<file path="config.mk">
export PLATFORM = sky130hd
export DESIGN_NAME = cpu_mem_loader
export DESIGN_NICKNAME = d
export VERILOG_FILES = /design/src/rtl/cpu_mem_loader.sv
export SDC_FILE = /design/constraint.sdc
export NUM_CORES = 1
export LEC_CHECK = 0
export ABC_AREA = 1
export BUFFER_PORTS_ARGS = -buffer_cell sky130_fd_sc_hd__buf_2
export CAP_MARGIN = 20
export CORE_AREA = 8 8 201 203
export DETAILED_ROUTE_END_ITERATION = 6
export DIE_AREA = 0 0 209 211
export MAX_ROUTING_LAYER = met4
export PLACE_DENSITY = 0.69
export SYNTH_ARGS = -nofsm -noshare
export SYNTH_HDL_FRONTEND = slang
export SYNTH_SLANG_ARGS = --single-unit
</file>
<file path="constraint.sdc">
create_clock -name clk -period 9.48 [get_ports clk]
set_input_delay 0.474 -clock clk [delete_from_list [all_inputs] [get_ports clk]]
set_output_delay 0.474 -clock clk [all_outputs]
set_load 0.02 [all_outputs]
</file>
<file path="src/rtl/cpu_mem_loader.sv">
// Host-side loader for the cpu: writes/reads the instruction and data memories
// through their external ports, and runs the cpu for a programmed number of cycles.
//
// state  | meaning
// -------+----------------------------------------------------------------
// IDLE   | waiting for a command (cmd_ready high unless done is pulsing)
// WRITE  | selected wen asserted for one cycle with captured addr/data
// READ   | selected ren asserted for one cycle
// RWAIT  | waiting out the remaining RD_LAT-1 cycles of read latency
// RESP   | rsp_valid held with captured data until rsp_ready
// RUN    | cpu_enable high, run counter decrementing
module cpu_mem_loader #(
    parameter int RD_LAT = 1,
    parameter int CNT_W  = 32
) (
    input  logic        clk,
    input  logic        arst,
    input  logic        cmd_valid,
    output logic        cmd_ready,
    input  logic [2:0]  cmd_op,
    input  logic [63:0] cmd_addr,
    input  logic [63:0] cmd_data,
    output logic        rsp_valid,
    input  logic        rsp_ready,
    output logic [63:0] rsp_data,
    input  logic        abort,
    output logic        done,
    output logic        err,
    output logic        cpu_enable,
    output logic [63:0] addr_ext,
    output logic        wen_ext,
    output logic        ren_ext,
    output logic [31:0] wdata_ext,
    input  logic [31:0] rdata_ext,
    output logic [63:0] addr_ext_2,
    output logic        wen_ext_2,
    output logic        ren_ext_2,
    output logic [63:0] wdata_ext_2,
    input  logic [63:0] rdata_ext_2
);

    localparam logic [2:0] OP_WR_IMEM = 3'd0;
    localparam logic [2:0] OP_WR_DMEM = 3'd1;
    localparam logic [2:0] OP_RD_IMEM = 3'd2;
    localparam logic [2:0] OP_RD_DMEM = 3'd3;
    localparam logic [2:0] OP_RUN     = 3'd4;

    // Latency counter only has to hold RD_LAT-2 down to 0.
    localparam int LAT_W = (RD_LAT > 1) ? $clog2(RD_LAT) : 1;

    typedef enum logic [2:0] {
        S_IDLE,
        S_WRITE,
        S_READ,
        S_RWAIT,
        S_RESP,
        S_RUN
    } state_t;

    state_t             state, nxt_state;
    logic [2:0]         op_q, nxt_op;
    logic [CNT_W-1:0]   cnt, nxt_cnt;
    logic [LAT_W-1:0]   lat_cnt, nxt_lat;
    logic [63:0]        rd_word;
    logic               hold_addr;

    logic               nxt_cmd_ready, nxt_rsp_valid, nxt_done, nxt_err, nxt_cpu_enable;
    logic [63:0]        nxt_rsp_data;
    logic [63:0]        nxt_addr_ext, nxt_addr_ext_2, nxt_wdata_ext_2;
    logic [31:0]        nxt_wdata_ext;
    logic               nxt_wen_ext, nxt_ren_ext, nxt_wen_ext_2, nxt_ren_ext_2;

    assign rd_word = (op_q == OP_RD_IMEM) ? {32'b0, rdata_ext} : rdata_ext_2;

    // Next-state and next-output decode; all outputs are registered from these.
    always_comb begin
        nxt_state       = state;
        nxt_op          = op_q;
        nxt_cnt         = cnt;
        nxt_lat         = lat_cnt;
        nxt_rsp_valid   = 1'b0;
        nxt_rsp_data    = rsp_data;
        nxt_done        = 1'b0;
        nxt_err         = err;
        nxt_cpu_enable  = 1'b0;
        nxt_addr_ext    = '0;
        nxt_wen_ext     = 1'b0;
        nxt_ren_ext     = 1'b0;
        nxt_wdata_ext   = '0;
        nxt_addr_ext_2  = '0;
        nxt_wen_ext_2   = 1'b0;
        nxt_ren_ext_2   = 1'b0;
        nxt_wdata_ext_2 = '0;
        hold_addr       = 1'b0;

        case (state)
            S_IDLE: begin
                if (cmd_valid && cmd_ready) begin
                    nxt_op = cmd_op;
                    case (cmd_op)
                        OP_WR_IMEM: begin
                            nxt_state     = S_WRITE;
                            nxt_wen_ext   = 1'b1;
                            nxt_addr_ext  = cmd_addr;
                            nxt_wdata_ext = cmd_data[31:0];
                        end
                        OP_WR_DMEM: begin
                            nxt_state       = S_WRITE;
                            nxt_wen_ext_2   = 1'b1;
                            nxt_addr_ext_2  = cmd_addr;
                            nxt_wdata_ext_2 = cmd_data;
                        end
                        OP_RD_IMEM: begin
                            nxt_state    = S_READ;
                            nxt_ren_ext  = 1'b1;
                            nxt_addr_ext = cmd_addr;
                        end
                        OP_RD_DMEM: begin
                            nxt_state      = S_READ;
                            nxt_ren_ext_2  = 1'b1;
                            nxt_addr_ext_2 = cmd_addr;
                        end
                        OP_RUN: begin
                            nxt_cnt = cmd_data[CNT_W-1:0];
                            if (cmd_data[CNT_W-1:0] == '0) begin
                                nxt_done = 1'b1;
                            end else begin
                                nxt_state      = S_RUN;
                                nxt_cpu_enable = 1'b1;
                            end
                        end
                        default: nxt_err = 1'b1;
                    endcase
                end
            end
            S_WRITE: nxt_state = S_IDLE;
            S_READ: begin
                if (RD_LAT == 1) begin
                    nxt_state     = S_RESP;
                    nxt_rsp_valid = 1'b1;
                    nxt_rsp_data  = rd_word;
                end else begin
                    nxt_state = S_RWAIT;
                    nxt_lat   = LAT_W'(RD_LAT - 2);
                    hold_addr = 1'b1;
                end
            end
            S_RWAIT: begin
                if (lat_cnt == '0) begin
                    nxt_state     = S_RESP;
                    nxt_rsp_valid = 1'b1;
                    nxt_rsp_data  = rd_word;
                end else begin
                    nxt_lat   = lat_cnt - 1'b1;
                    hold_addr = 1'b1;
                end
            end
            S_RESP: begin
                if (rsp_ready) begin
                    nxt_state = S_IDLE;
                end else begin
                    nxt_rsp_valid = 1'b1;
                end
            end
            S_RUN: begin
                if (cnt == CNT_W'(1) || abort) begin
                    nxt_state = S_IDLE;
                    nxt_done  = 1'b1;
                    nxt_cnt   = '0;
                end else begin
                    nxt_cnt        = cnt - 1'b1;
                    nxt_cpu_enable = 1'b1;
                end
            end
            default: nxt_state = S_IDLE;
        endcase

        // The read address stays on the selected port until the data is captured.
        if (hold_addr) begin
            if (op_q == OP_RD_IMEM) nxt_addr_ext   = addr_ext;
            else                    nxt_addr_ext_2 = addr_ext_2;
        end

        // No new command is taken in the cycle done is pulsing.
        nxt_cmd_ready = (nxt_state == S_IDLE) && !nxt_done;
    end

    // State, capture and registered outputs.
    always_ff @(posedge clk or posedge arst) begin
        if (arst) begin
            state       <= S_IDLE;
            op_q        <= '0;
            cnt         <= '0;
            lat_cnt     <= '0;
            cmd_ready   <= 1'b1;
            rsp_valid   <= 1'b0;
            rsp_data    <= '0;
            done        <= 1'b0;
            err         <= 1'b0;
            cpu_enable  <= 1'b0;
            addr_ext    <= '0;
            wen_ext     <= 1'b0;
            ren_ext     <= 1'b0;
            wdata_ext   <= '0;
            addr_ext_2  <= '0;
            wen_ext_2   <= 1'b0;
            ren_ext_2   <= 1'b0;
            wdata_ext_2 <= '0;
        end else begin
            state       <= nxt_state;
            op_q        <= nxt_op;
            cnt         <= nxt_cnt;
            lat_cnt     <= nxt_lat;
            cmd_ready   <= nxt_cmd_ready;
            rsp_valid   <= nxt_rsp_valid;
            rsp_data    <= nxt_rsp_data;
            done        <= nxt_done;
            err         <= nxt_err;
            cpu_enable  <= nxt_cpu_enable;
            addr_ext    <= nxt_addr_ext;
            wen_ext     <= nxt_wen_ext;
            ren_ext     <= nxt_ren_ext;
            wdata_ext   <= nxt_wdata_ext;
            addr_ext_2  <= nxt_addr_ext_2;
            wen_ext_2   <= nxt_wen_ext_2;
            ren_ext_2   <= nxt_ren_ext_2;
            wdata_ext_2 <= nxt_wdata_ext_2;
        end
    end

endmodule

</file>
# Word-level counts from Yosys, hierarchy flattened
# Cells that the tools add are included.
word_totals:
  regBits: 336
  out_inout_bits: 297
  word_cells: 113
classes:
  n_addsub: 2
  n_eq_ne: 15
  n_mux: 58
  n_bitwise: 1
  n_reduce_logical: 19
ops:
  columns: ["op", "n"]
  rows:
  - ["$mux W64", 15]
  - ["$mux W32", 6]
  - ["$pmux W64 S2", 1]
  - ["$pmux W32 S2", 1]
  - ["$eq A32 B1 Y1 const B", 1]
  - ["$logic_not A32 Y1", 1]
  - ["$sub A32 B1 Y32 const B", 1]
  - ["$mux W1", 25]
  - ["$eq A3 B2 Y1 const B", 5]
  - ["$mux W3", 5]
  - ["$pmux W3 S5", 1]
  - ["$eq A3 B3 Y1 const B", 3]
  - ["$logic_not A3 Y1", 3]
  - ["$pmux W3 S3", 1]
  - ["$reduce_or A2 Y1", 4]
  - ["$ne A2 B2 Y1 const B", 3]
  - ["$reduce_and A3 Y1", 2]
  - ["$reduce_or A5 Y1", 1]
  - ["$ne A2 B1 Y1 const B", 2]
  - ["$pmux W1 S2", 2]
  - ["$reduce_and A2 Y1", 2]
  - ["$reduce_bool A2 Y1", 2]
  - ["$eq A3 B1 Y1 const B", 1]
  - ["$pmux W1 S3", 1]
  - ["5 further kinds", 6]

# Longest topological paths before layout
logic_depth:
  depth_word: 7
  ltp_mapped: 12
  ltp_nobuf: 12

# Worst setup path before layout
# Ideal clock, no wire load.
synth_path:
  path_type: "reg-to-reg"
  startpoint: "register cmd_ready"
  endpoint: "register cnt[17]"
  setup_time_ps: 122
  arrival_ps: 1459
  t_required_ps: 9358
  slack_ps: 7899
  path_stages_with_launch: 9
  path_buffers: 1
  path_cell_list: "dfstp_2 nand2_1 inv_1 nand2_2 o21ai_2 inv_2 buf_4 a21oi_1 a21oi_2"
synth_via:
  elab_chain_len: 3
synth_rtl:
  columns: ["element", "line_no", "rtl"]
  rows:
  - ["start, declared", "19", "output logic cmd_ready,"]
  - ["start signal, assigned", "214", "cmd_ready <= nxt_cmd_ready;"]
  - ["$logic_and A1 B1 Y1", "98", "if (cmd_valid && cmd_ready) begin"]
  - ["$ne A2 B2 Y1 (no source line)", null, null]
  - ["$reduce_and A3 Y1 (no source line)", null, null]
  - ["end signal, assigned", "212", "cnt <= nxt_cnt;"]
  - ["end, declared", "62", "logic [CNT_W-1:0] cnt, nxt_cnt;"]
# No other way between the ends.
# A chain may end at the register's enable or synchronous reset.

# Worst setup path in the final report
layout_path:
  startpoint: "register state[1]"
  endpoint: "register cnt[9]"
layout_via:
  elab_chain_len: 3
  word_cells_on_any_way: 7
  classes_between: "eq/ne (3); mux (1); reduce/logical (3)"
layout_rtl:
  columns: ["element", "line_no", "rtl"]
  rows:
  - ["start, declared", "60", "state_t state, nxt_state;"]
  - ["start signal, assigned", "210", "state <= nxt_state;"]
  - ["$logic_not A3 Y1 or $eq A3 B3 Y1 (tied branches)", "96", "case (state)"]
  - ["$ne A2 B1 Y1 (no source line) (tied with other cells)", null, null]
  - ["$reduce_and A3 Y1 (no source line)", null, null]
# Parallel ways exist; a longest one is shown, timed or not.

==> results_dict.tcl <==
set metrics [dict create \
    path_max_fanout 44 \
    fin_util_pct 47.3 \
    cp.required_ns 9.92 \
    max_freq_mhz 287 \
    synth-edff-count 0 \
    core_sq_um 37100 \
    drt-pass1-iter-count 7 \
    grt_pass1_vias 11672 \
    cts_made_buffers 37 \
    rrSetupSlack_ns 5.99 \
    startpoint_type "flop" \
    timing.rr.start "state[1]$_DFF_PP0_" \
    leakage_nw 9.78 \
    synth_area_sq_um 13200 \
    n_fill_cell 3497 \
    failed_checks "design-rule violations" \
    syn_nets 1612 \
    async_reset_ff_share_pct 100 \
    finalSetupViolCount 0 \
    clock_path_buffers 3 \
    tns_ns 0 \
    overflow 0 \
    routedWlPerCell_um 19.6 \
    place_ws_ns 5.69 \
    first_iter_violations 942 \
    cap_violations 0 \
    max_stage_delay_ns 0.74 \
    cpMostUsedCell "inv_2" \
    rows 71 \
    clk_latency_ns 0.55 \
    cp-end-kind "flop" \
    grt_max_degree 189 \
    relSlewSlack_pct 21.9 \
    avgSynthCellArea_sq_um 9.59 \
    rsz0062_at_grt "no" \
    cts_setup_buffers 0 \
    setup_slack_ns 5.99 \
    start_util_pct 35.6 \
    area_delta_synth_final_pct 32.8 \
    dp_hpwl_um 34300 \
    ant_nets 0 \
    drt-total-wl_um 46600 \
    clock_skew_ns 0.0114 \
    p_total_mw 4.81 \
    finalNetCount 2113 \
    r2r-end "cnt[9]$_DFFE_PP0P_" \
    syn_inst 1378 \
    slew_viol_final 0 \
    post-route-min-period_ns 3.49 \
    critical_path.top_delay_family "compound AO/OA/AOI/OAI gates" \
    status "complete, but fails checks" \
    worst-path-buf-inv 2 \
    ioPinCount 529 \
    finalHoldViolCount 0 \
    ys_ff_latch 335 \
    critical_path_class "reg2reg" \
    dieArea_sq_um 44100 \
    p_per_area_nw_per_um2 274 \
    clk_pin_slew_ns 0.06 \
    synth_top_area_share_pct 63.2 \
    antenna_found_initial 2 \
    clock_sinks 335 \
    yosysWarningCount 0 \
    finalCritPeriodShare_pct 36.8 \
    synth_area_leaders "dfrtp_1, nor2_1, nor3_1" \
    yosys.area.top_type "dfrtp_1" \
    track_usage_pct 20.7 \
    grt_pass1_wl_um 69700 \
    ys_seq_area_share_pct 63.4 \
    postCtsHoldBufs 0 \
    synth_top_flop_cell "dfrtp_1" \
    clockRootBuffer "clkbuf_16" \
    max_slew.worst_pin.slew_ns 1.17 \
    fp.dieW_um 209 \
    vdd_drop_max_uv 168 \
    numPortBuffers 528 \
    cts-resized-gates 0 \
    reg2reg_depth 7 \
    cts_tree "built" \
    synthDistinctLibCells 36 \
    dr_total_vias 11634 \
    hp-class "in2async" \
    drive_gt1_share_pct 34.9 \
    worst_ep_arrival_time_ns 3.93 \
    crit_chain "inv_2 -> nand3_2 -> o21ai_2 -> inv_2 -> a21oi_1 -> o21ai_0 -> o21a_1" \
    slowest_stage "nand3_2" \
    drc 4 \
    vias_per_cell 4.88 \
    htree_levels 2 \
    die_h_um 211 \
    place.gp.congestion 0.932 \
]
-- area by class of cell --
class	count	area, sq um	area share, %
inverters	176	664	3.78
repair buffers	540	2780	15.8
diodes	1	2.50	0.0143
well taps	474	593	3.38
clock inverters	22	280	1.60
multi-input cells	789	3830	21.8
flip-flops and latches	335	8380	47.7
clock buffers	45	1030	5.84
-- placed cells by master (no fill, tap or decap), types with 6 or more instances in the layout --
cell type,n
a31oi_1,32
nor2_1,223
dfrtp_1,334
inv_2,11
buf_4,9
nor2_4,7
xor2_1,20
clkbuf_8,7
clkinv_2,7
nand2_2,15
nor2_2,10
inv_1,163
nand2_1,134
clkinvlp_4,6
buf_2,528
nor3_1,130
nand3_1,77
clkbuf_16,37
a21oi_1,50
a22oi_1,11
o21ai_0,48
-- cells by family after synthesis --
| family | after synthesis | share of synthesized area (%) |
|---|---|---|
| and+or+nand+nor | 611 | 20.6 |
| DFF | 335 | 63.4 |
| AOI/OAI and AO/OA | 155 | 6.66 |
| buffers and inverters | 254 | 7.77 |
| xor gates and xnor gates | 21 | 1.39 |
| adders and majority gates | 2 | 0.189 |
-- registers in the layout (all words and copies together), names as in the netlist --
name and flops:
rsp_data 64, ren_ext 1, cpu_enable 1, wen_ext_2 1, cmd_ready 1, rsp_valid 1
wdata_ext 32, done 1, cnt 32, op_q 3, wdata_ext_2 64, err 1
wen_ext 1, state 3, ren_ext_2 1, addr_ext_2 64, addr_ext 64
-- routing by layer --
layer  share of wire (%)  up-vias  wire length, um  GRT usage (%)
li1                    -     5375                -              -
met1                  39     5675            18100           23.8
met2                  51      503            24000           35.4
met3                 6.5       81             3030           4.66
met4                 3.2        0             1510           7.58
met5                   0        -                0              -
-- cells in the mapped netlist, types with 2 or more instances --
| library cell | count |
|---|---|
| inv_2 | 10 |
| nand2_1 | 137 |
| o21ai_1 | 2 |
| o21ai_0 | 48 |
| o21a_1 | 3 |
| nor2_2 | 9 |
| nor3_1 | 130 |
| nand4_1 | 4 |
| a21oi_1 | 50 |
| xor2_1 | 20 |
| buf_2 | 29 |
| nand2_2 | 13 |
| dfrtp_1 | 334 |
| o21ai_2 | 2 |
| inv_1 | 165 |
| nor3_2 | 3 |
| nor2_1 | 225 |
| a22oi_1 | 11 |
| buf_6 | 3 |
| nand3_1 | 77 |
| buf_1 | 3 |
| o21bai_1 | 3 |
| a21oi_2 | 3 |
| clkbuf_1 | 41 |
| a31oi_1 | 32 |
| nor2_4 | 6 |
| nand3_2 | 5 |
| ha_1 | 2 |
-- worst max path at each step --
stage	start	depth (start not counted)	end	slack, ns
2_1_floorplan	arst	1	addr_ext[0]$_DFF_PP0_	4.53
3_3_place_gp	state[2]$_DFF_PP0_	6	cnt[9]$_DFFE_PP0P_	5.79
3_5_place_dp	state[2]$_DFF_PP0_	6	cnt[9]$_DFFE_PP0P_	5.69
4_1_cts	state[2]$_DFF_PP0_	6	cnt[9]$_DFFE_PP0P_	5.68
5_1_grt	state[1]$_DFF_PP0_	7	cnt[9]$_DFFE_PP0P_	5.80
6_report	state[1]$_DFF_PP0_	7	cnt[9]$_DFFE_PP0P_	5.99
-- worst reg2reg max path, stage by stage (launching register included) --
cell and delay, ns:
dfrtp_1 0.41, inv_2 0.44, nand3_2 0.74, o21ai_2 0.70, inv_2 0.57, a21oi_1 0.28, o21ai_0 0.12, o21a_1 0.11
-- stage by stage --
step	cells	hold slack, ns	instance area, sq um
finish	2382	0.0460	17600
global route	2382	0.0768	17600
CTS	2379	0.0417	17500
detailed placement	2312	0.473	16200
global placement	2312	0.463	16200
floorplan	1378	0.454	13200
-- power breakdown --
group	switching, mW	internal [mW]	total (mW)
logic	0.968	0.428	1.40
clock network	0.619	0.919	1.54
registers	0.179	1.70	1.87
total	1.77	3.04	4.81
Note: power is estimated with default switching activity, not from simulation.
